### src/rtl/ic_pkg.sv
// ---------------------------------------------------------------------------
// ic_pkg: shared types and constants for the instruction-cache refill
// controller (ic_fill_ctrl) and its XID allocator (ic_xid_alloc).
//   line_addr_t  : 16-byte line address, bits [26:4] of the byte address
//   xid_t        : transaction ID of an outstanding line read
//   cnt_t        : busy-slot count, 0..N_XID
//   line_data_t  : one 128-bit cache line
//   fill_state_e : controller mode, IDLE (normal) or DRAIN (flushing)
// ---------------------------------------------------------------------------
package ic_pkg;

  localparam int LG_XID  = 2;
  localparam int N_XID   = 1 << LG_XID;
  localparam int ADDR_HI = 26;
  localparam int ADDR_LO = 4;

  typedef logic [ADDR_HI:ADDR_LO] line_addr_t;
  typedef logic [LG_XID-1:0]      xid_t;
  typedef logic [LG_XID:0]        cnt_t;
  typedef logic [127:0]           line_data_t;

  typedef enum logic [0:0] {
    IDLE  = 1'b0,
    DRAIN = 1'b1
  } fill_state_e;

endpackage

### src/rtl/ic_xid_alloc.sv
// ---------------------------------------------------------------------------
// ic_xid_alloc: XID slot bookkeeping helper. Purely combinational.
//   busy_i      : one busy bit per XID slot
//   any_free_o  : at least one slot is idle
//   free_idx_o  : lowest-numbered idle slot (0 when none is free)
//   count_o     : number of busy slots
// ---------------------------------------------------------------------------
module ic_xid_alloc
  import ic_pkg::*;
(
  input  logic [N_XID-1:0] busy_i,
  output logic             any_free_o,
  output xid_t             free_idx_o,
  output cnt_t             count_o
);

  always_comb begin
    any_free_o = 1'b0;
    free_idx_o = '0;
    count_o    = '0;
    // Walk from the top down so the last hit is the lowest free index.
    for (int i = N_XID - 1; i >= 0; i--) begin
      if (!busy_i[i]) begin
        any_free_o = 1'b1;
        free_idx_o = xid_t'(i);
      end
    end
    for (int i = 0; i < N_XID; i++) begin
      count_o = count_o + cnt_t'(busy_i[i]);
    end
  end

endmodule

### src/rtl/ic_fill_ctrl.sv
// ---------------------------------------------------------------------------
// ic_fill_ctrl: instruction-cache miss/refill controller.
// Accepts line misses from the lookup stage, issues 16-byte line reads to
// the DRAM arbiter tagged with one of N_XID transaction IDs, merges misses
// to lines already in flight, and turns each returned line into a one-cycle
// registered fill for the cache array.
//
// Ports
//   clk, rst                  clock, synchronous active-high reset
//   miss_valid/miss_addr      miss request from lookup
//   miss_ready                miss accepted when miss_valid & miss_ready
//   flush / flush_done        drain request pulse / drain-complete pulse
//   ic_mem_addr/xid/re        read command to the arbiter
//   mem_ic_ready              arbiter accepts when ic_mem_re & mem_ic_ready
//   mem_ic_valid/xid/data     returned line for a previously issued XID
//   fill_valid/addr/data      registered fill to the cache array
//   busy_cnt                  number of busy XID slots
//   err_spurious              sticky: a response arrived for an idle XID
//   state_dbg                 current controller mode, for observation
//
// Handshakes: both miss and command channels are strict valid/ready. A
// transfer happens on a rising edge where valid and ready are both high;
// the initiator holds valid and its payload stable until that edge, and
// ready never depends on valid.
// ---------------------------------------------------------------------------
module ic_fill_ctrl
  import ic_pkg::*;
(
  input  logic        clk,
  input  logic        rst,
  input  logic        miss_valid,
  input  line_addr_t  miss_addr,
  output logic        miss_ready,
  input  logic        flush,
  output logic        flush_done,
  output line_addr_t  ic_mem_addr,
  output xid_t        ic_mem_xid,
  output logic        ic_mem_re,
  input  logic        mem_ic_ready,
  input  logic        mem_ic_valid,
  input  xid_t        mem_xxx_xid,
  input  line_data_t  mem_xxx_data,
  output logic        fill_valid,
  output line_addr_t  fill_addr,
  output line_data_t  fill_data,
  output cnt_t        busy_cnt,
  output logic        err_spurious,
  output fill_state_e state_dbg
);

  // Slot table
  logic [N_XID-1:0] busy_q, busy_d;
  line_addr_t       slot_addr_q [N_XID];
  line_addr_t       slot_addr_d [N_XID];

  // Issue register
  line_addr_t iss_addr_q, iss_addr_d;
  xid_t       iss_xid_q, iss_xid_d;
  logic       pend_q, pend_d;

  // Fill register and status
  logic       fill_valid_q, fill_valid_d;
  line_addr_t fill_addr_q, fill_addr_d;
  line_data_t fill_data_q, fill_data_d;
  logic       err_q, err_d;
  logic       flush_done_q, flush_done_d;

  fill_state_e state_q, state_d;

  logic any_free;
  xid_t free_idx;
  cnt_t busy_count;
  logic merge_hit;
  logic miss_acc;
  logic alloc;
  logic drained;

  // Allocation looks only at the registered busy vector, so a slot being
  // freed this cycle cannot be handed out again until the next cycle.
  ic_xid_alloc u_alloc (
    .busy_i     (busy_q),
    .any_free_o (any_free),
    .free_idx_o (free_idx),
    .count_o    (busy_count)
  );

  always_comb begin
    merge_hit = 1'b0;
    for (int i = 0; i < N_XID; i++) begin
      if (busy_q[i] && (slot_addr_q[i] == miss_addr)) begin
        merge_hit = 1'b1;
      end
    end
  end

  assign miss_ready = (state_q == IDLE) && (merge_hit || (!pend_q && any_free));
  assign miss_acc   = miss_valid && miss_ready;
  // A merged miss rides on the read already in flight.
  assign alloc      = miss_acc && !merge_hit;

  // Datapath next-state
  always_comb begin
    busy_d       = busy_q;
    slot_addr_d  = slot_addr_q;
    iss_addr_d   = iss_addr_q;
    iss_xid_d    = iss_xid_q;
    pend_d       = pend_q;
    fill_valid_d = 1'b0;
    fill_addr_d  = fill_addr_q;
    fill_data_d  = fill_data_q;
    err_d        = err_q;

    if (pend_q && mem_ic_ready) begin
      pend_d = 1'b0;
    end

    if (mem_ic_valid) begin
      if (busy_q[mem_xxx_xid]) begin
        busy_d[mem_xxx_xid] = 1'b0;
        fill_valid_d        = 1'b1;
        fill_addr_d         = slot_addr_q[mem_xxx_xid];
        fill_data_d         = mem_xxx_data;
      end else begin
        err_d = 1'b1;
      end
    end

    // Allocation requires pend_q=0, so it never collides with the
    // acceptance clear above. The freed slot and the allocated slot are
    // always different: one is busy in busy_q, the other is free.
    if (alloc) begin
      busy_d[free_idx]      = 1'b1;
      slot_addr_d[free_idx] = miss_addr;
      iss_addr_d            = miss_addr;
      iss_xid_d             = free_idx;
      pend_d                = 1'b1;
    end
  end

  // Nothing outstanding once this cycle's updates land.
  assign drained = (busy_d == '0) && !pend_d;

  // Controller mode next-state. A flush with nothing outstanding completes
  // directly from IDLE so flush_done shows up the very next cycle.
  always_comb begin
    state_d      = state_q;
    flush_done_d = 1'b0;
    case (state_q)
      IDLE: begin
        if (flush) begin
          if (drained) begin
            flush_done_d = 1'b1;
          end else begin
            state_d = DRAIN;
          end
        end
      end
      DRAIN: begin
        if (drained) begin
          state_d      = IDLE;
          flush_done_d = 1'b1;
        end
      end
      default: begin
        state_d = IDLE;
      end
    endcase
  end

  always_ff @(posedge clk) begin
    if (rst) begin
      busy_q       <= '0;
      slot_addr_q  <= '{default: '0};
      iss_addr_q   <= '0;
      iss_xid_q    <= '0;
      pend_q       <= 1'b0;
      fill_valid_q <= 1'b0;
      fill_addr_q  <= '0;
      fill_data_q  <= '0;
      err_q        <= 1'b0;
      flush_done_q <= 1'b0;
      state_q      <= IDLE;
    end else begin
      busy_q       <= busy_d;
      slot_addr_q  <= slot_addr_d;
      iss_addr_q   <= iss_addr_d;
      iss_xid_q    <= iss_xid_d;
      pend_q       <= pend_d;
      fill_valid_q <= fill_valid_d;
      fill_addr_q  <= fill_addr_d;
      fill_data_q  <= fill_data_d;
      err_q        <= err_d;
      flush_done_q <= flush_done_d;
      state_q      <= state_d;
    end
  end

  assign ic_mem_re    = pend_q;
  assign ic_mem_addr  = iss_addr_q;
  assign ic_mem_xid   = iss_xid_q;
  assign fill_valid   = fill_valid_q;
  assign fill_addr    = fill_addr_q;
  assign fill_data    = fill_data_q;
  assign err_spurious = err_q;
  assign flush_done   = flush_done_q;
  // Popcount of the busy flops only, so it tracks the slot table with no
  // combinational input path.
  assign busy_cnt     = busy_count;
  assign state_dbg    = state_q;

endmodule

### config.mk
export PLATFORM = sky130hd
export DESIGN_NAME = ic_fill_ctrl
export DESIGN_NICKNAME = d
export VERILOG_FILES = /design/src/rtl/ic_pkg.sv /design/src/rtl/ic_xid_alloc.sv /design/src/rtl/ic_fill_ctrl.sv
export SDC_FILE = /design/constraint.sdc
export NUM_CORES = 1
export LEC_CHECK = 0
export ABC_AREA = 1
export CAP_MARGIN = 10
export CORE_ASPECT_RATIO = 1.1
export CORE_MARGIN = 1.5
export CORE_UTILIZATION = 43
export DETAILED_ROUTE_END_ITERATION = 8
export GPL_TIMING_DRIVEN = 1
export PLACE_DENSITY = 0.77
export SYNTH_ARGS = -nofsm -noshare
export SYNTH_HDL_FRONTEND = slang
export SYNTH_SLANG_ARGS = --single-unit
### constraint.sdc
create_clock -name clk -period 1.85 [get_ports clk]
set_input_delay 0.37 -clock clk [delete_from_list [all_inputs] [get_ports clk]]
set_output_delay 0.37 -clock clk [all_outputs]
set_load 0.03 [all_outputs]
==> run_results.csv <==
group,metric,value,unit
cells_and_area,syn_to_final_growth,66.33,%
status,outcome,"finished with violations",
cells_and_area,regArea,5598,sq um
drt,wl_met1,18520,um
global_route,grt_first_pass_wirelength,71010,um
cells_and_area,fillCellCount,1959,
drt,wl_per_cell,19.94,um
worst_setup_path,ff2ff_setup_slack,-0.50,ns
global_route,grt_pass1_vias,12940,
die,die_w,158.5,um
synth,synth_fp_nets,1766,
pwr,p_clk_share,38.8,%
status,violations,"negative setup slack",
clock_tree,cts_buffers,30,
worst_setup_path,critPathKind,"flip-flop to primary output",
synth,synth-seq-area-share,48.49,%
pwr,comb_power_share,20.1,%
worst_setup_path,cpPeakStageDelay,0.30,ns
synth,synth_top_cell_area_share,48.49,%
die,fp-row-count,62,
pwr,p_seq_share,41.1,%
clock_tree,root_buffer,"clkbuf_16",
sta,skew,0.01054,ns
worst_setup_path,worstReg2RegStart,"slot_addr_q[72]",
global_route,grtUsageTotal,33.52,%
worst_setup_path,r2r_end,"slot_addr_q[21]",
die,dieArea,27580,sq um
sta,timing.fmax,0.4176,GHz
synth,avgSynthCellArea,7.130,sq um
sta,tns,-58.80,ns
place,io_buffers,343,
synth,ys_ff_latch,277,
place,gp_congestion,1.003,
clock_tree,cts_tree,"built",
die,io_pins,344,
drt,wirelength,50410,um
cells_and_area,fin_util,72.76,%
die,initial_core_util,43.74,%
place,place_inst,2438,
cells_and_area,multi_input_area,5399,sq um
clock_tree,cts.clk_slew.worst_paths,0.06,ns
sta,relSlewSlack,50.19,%
drt,ant_nets,0,
synth,synth_area_leaders,"dfxtp_1 (48%), o21ai_0 (12%), nor2_1 (11%), nand2_1 (8.4%), a21oi_1 (6.4%)",
drt,dr.pass1.iters,5,
pwr,power_leakage,0.009134,uW
sta,rsz0062_at_grt,"true",
global_route,grt_overflow,0,
worst_setup_path,crit_path_top_delay_cell,"dfxtp_1",
sta,finalSetupViolations,190,
sta,finalCritPeriodShare,129.4,%
pwr,ir_drop,0.0007072,V
drt,topRoutingLayerUsed,"met5",
drt,drc_errors,0,
worst_setup_path,crit_fanout,3,
worst_setup_path,crit_arrival,2.02,ns
global_route,grt_max_degree,53,
min_path,min_path_type,"input port to flip-flop",
clock_tree,clock_sinks,277,
synth,synth_cell_types,26,
sta,tightestPinTransition,0.7443,ns
synth,synthCells,1604,
worst_setup_path,crit_required,1.48,ns
worst_setup_path,crit_family,"simple AND/OR/NAND/NOR gates",
pwr,p_sw_share,28.15,%
pwr,internal_power,11290,uW
worst_setup_path,critPathLaunchType,"flip-flop",
drt,drt_iter0_markers,1218,
clock_tree,clockBufferDepth,3,
cells_and_area,drive_above_1_share,22.33,%
synth,synth_top_cell_by_area,"dfxtp_1",
worst_setup_path,cp-end-kind,"primary output",
min_path,min_from,"miss_addr[0]",
die,core_area,26140,sq um
clock_tree,htreeDepth,1,
pwr,power_switching,4423,uW
worst_setup_path,reg2regPathDepth,16,
drt,route.met2.wl,23090,um
synth,yosys_warnings,0,
sta,layout_min_cycle_time,2.395,ns
drt,route.vias.total,13760,
cells_and_area,final_cells,2528,
worst_setup_path,crit_chain,"inv_1 -> nand2_1 -> o21ai_1 -> nor2_1 -> nand2_1 -> nor2_1 -> nand3_2 -> nand2_2 -> nor2_4 -> a21oi_4 -> buf_6",
min_path,min_path_cells,4,
synth,synth_area,11440,sq um
drt,vias_per_cell,5.442,
place,dp_hpwl,34330,um
min_path,hold_path_end,"slot_addr_q[69]",
sta,slew_viol_final,0,
pwr,pwr_density_cell,826.0,nW/um^2
die,die_h,174.0,um
worst_setup_path,cp_num_buf_inv,2,
sta,hold_viol_final,0,
sta,fin_ws,-0.5447,ns
flow_run,max_cap_violations,0,
clock_tree,clkLatencyLatePin,0.56,ns
global_route,antenna_found_initial,5,
drt,wl_met3,5861,um
cells_and_area,nets,2313,
==> repair_timing <==
item,CTS,global route
gates cloned,6,8
gates resized for setup,162,204
hold buffers,0,0
setup endpoints to repair,310,263
setup buffers,8,12
pin swaps,13,30
hold endpoints to repair,0,0
==> placed cells by master, fill, tap and decap left out, types with 2 or more instances in the layout <==
master,instances
a21oi_1,123
a21oi_2,21
a21oi_4,2
a221oi_1,22
buf_12,21
buf_16,4
buf_4,224
buf_6,19
bufinv_16,2
clkbuf_1,7
clkbuf_16,37
clkbuf_8,7
clkdlybuf4s50_1,197
clkinv_2,6
dfxtp_1,237
dfxtp_2,39
diode_2,4
dlygate4sd2_1,73
dlymetal6s2s_1,68
ha_4,2
inv_1,84
inv_2,20
inv_4,12
nand2_1,235
nand2_2,17
nand2_4,4
nand3_1,7
nor2_1,318
nor2_2,16
nor2_4,6
o21a_1,23
o21ai_0,207
o21ai_1,65
o21ai_2,13
o22ai_1,18
==> worst reg2reg max path, delay by kind of cell (launching register included) <==
kind,cells,cell delay [ns]
AND/OR/NAND/NOR,11,1.15
buffers and inverters,3,0.57
flip-flops,1,0.32
AO/OA/AOI/OAI,2,0.20
==> power groups by stage <==
| stage | Combinational [uW] | Sequential (uW) | Clock (uW) |
|---|---|---|---|
| CTS | 2940 | 6440 | 6110 |
| floorplan | 977 | 6900 | 0 |
| detailed placement | 2840 | 6560 | 0 |
| finish | 3160 | 6450 | 6100 |
| global placement | 2810 | 6550 | 0 |
| global route | 3350 | 6480 | 6380 |
==> per-stage QoR <==
stage          hold WS, ns  worst slack (ns)  total power, uW  instance area (sq um)
6_report            0.2536           -0.5447            15710                  19020
5_1_grt             0.2897           -0.6090            16210                  19020
3_3_place_gp        0.4458           -0.9962             9362                  16980
4_1_cts             0.3152           -0.5853            15500                  18310
3_5_place_dp        0.4536            -1.095             9403                  16980
2_1_floorplan       0.4520          -0.04677             7876                  11570
==> final cells by class <==
cell class / instances / share of cell area (%)
Clock inverter: 8 / 0.4736
Sequential cell: 277 / 29.43
Multi-Input combinational cell: 1108 / 28.38
Antenna cell: 4 / 0.05262
Inverter: 118 / 2.552
Clock buffer: 45 / 4.723
Tap cell: 352 / 2.315
Timing Repair Buffer: 616 / 32.07
==> per-layer routing <==
metal / vias up / track usage [%]
met1: 6368 / 40.18
met2: 838 / 55.11
li1: 6336 / -
met4: 2 / 15.85
met5: - / 0
met3: 214 / 9.225
==> state kept, by name, indices dropped and copies added (netlist names) <==
signal,count
busy_q,4
err_spurious,1
fill_addr,23
fill_data,128
fill_valid,1
flush_done,1
ic_mem_addr,23
ic_mem_re,1
ic_mem_xid,2
slot_addr_q,92
state_dbg,1
==> cells by family after synthesis <==
| family | Yosys count | synth area share (%) |
|---|---|---|
| AND/OR/NAND/NOR | 606 | 20.23 |
| AO/OA/AOI/OAI | 497 | 23.25 |
| buffers and inverters | 220 | 7.560 |
| flip-flops | 277 | 48.49 |
| XOR/XNOR | 1 | 0.07660 |
| adder cells (fa/ha/maj) | 3 | 0.3938 |
==> Yosys cell counts <==
cell,n
dfxtp_1,277
buf_2,19
o21bai_1,1
o21ai_1,22
o21a_1,23
nor2_2,2
buf_1,2
nand3_1,8
a21oi_1,146
o21ai_0,263
inv_1,94
nor2_1,338
o22ai_1,18
ha_1,2
xor2_1,1
nor3_2,1
a22oi_1,1
nand4_4,1
inv_2,24
buf_4,1
clkbuf_2,3
fa_1,1
nand2_1,256
clkbuf_1,76
buf_6,1
a221oi_1,23
==> worst max path at each step <==
| stage | startpoint | depth (start not counted) | slack [ns] | end |
|---|---|---|---|---|
| 2_1_floorplan | miss_addr[7] | 16 | -0.05 | slot_addr_q[22] |
| 3_3_place_gp | miss_addr[5] | 15 | -1.0 | slot_addr_q[79] |
| 3_5_place_dp | miss_addr[5] | 16 | -1.10 | slot_addr_q[59] |
| 4_1_cts | slot_addr_q[51] | 11 | -0.59 | miss_ready |
| 5_1_grt | slot_addr_q[87] | 11 | -0.61 | miss_ready |
| 6_report | slot_addr_q[46] | 11 | -0.54 | miss_ready |
(Power assumes the default switching activity.)
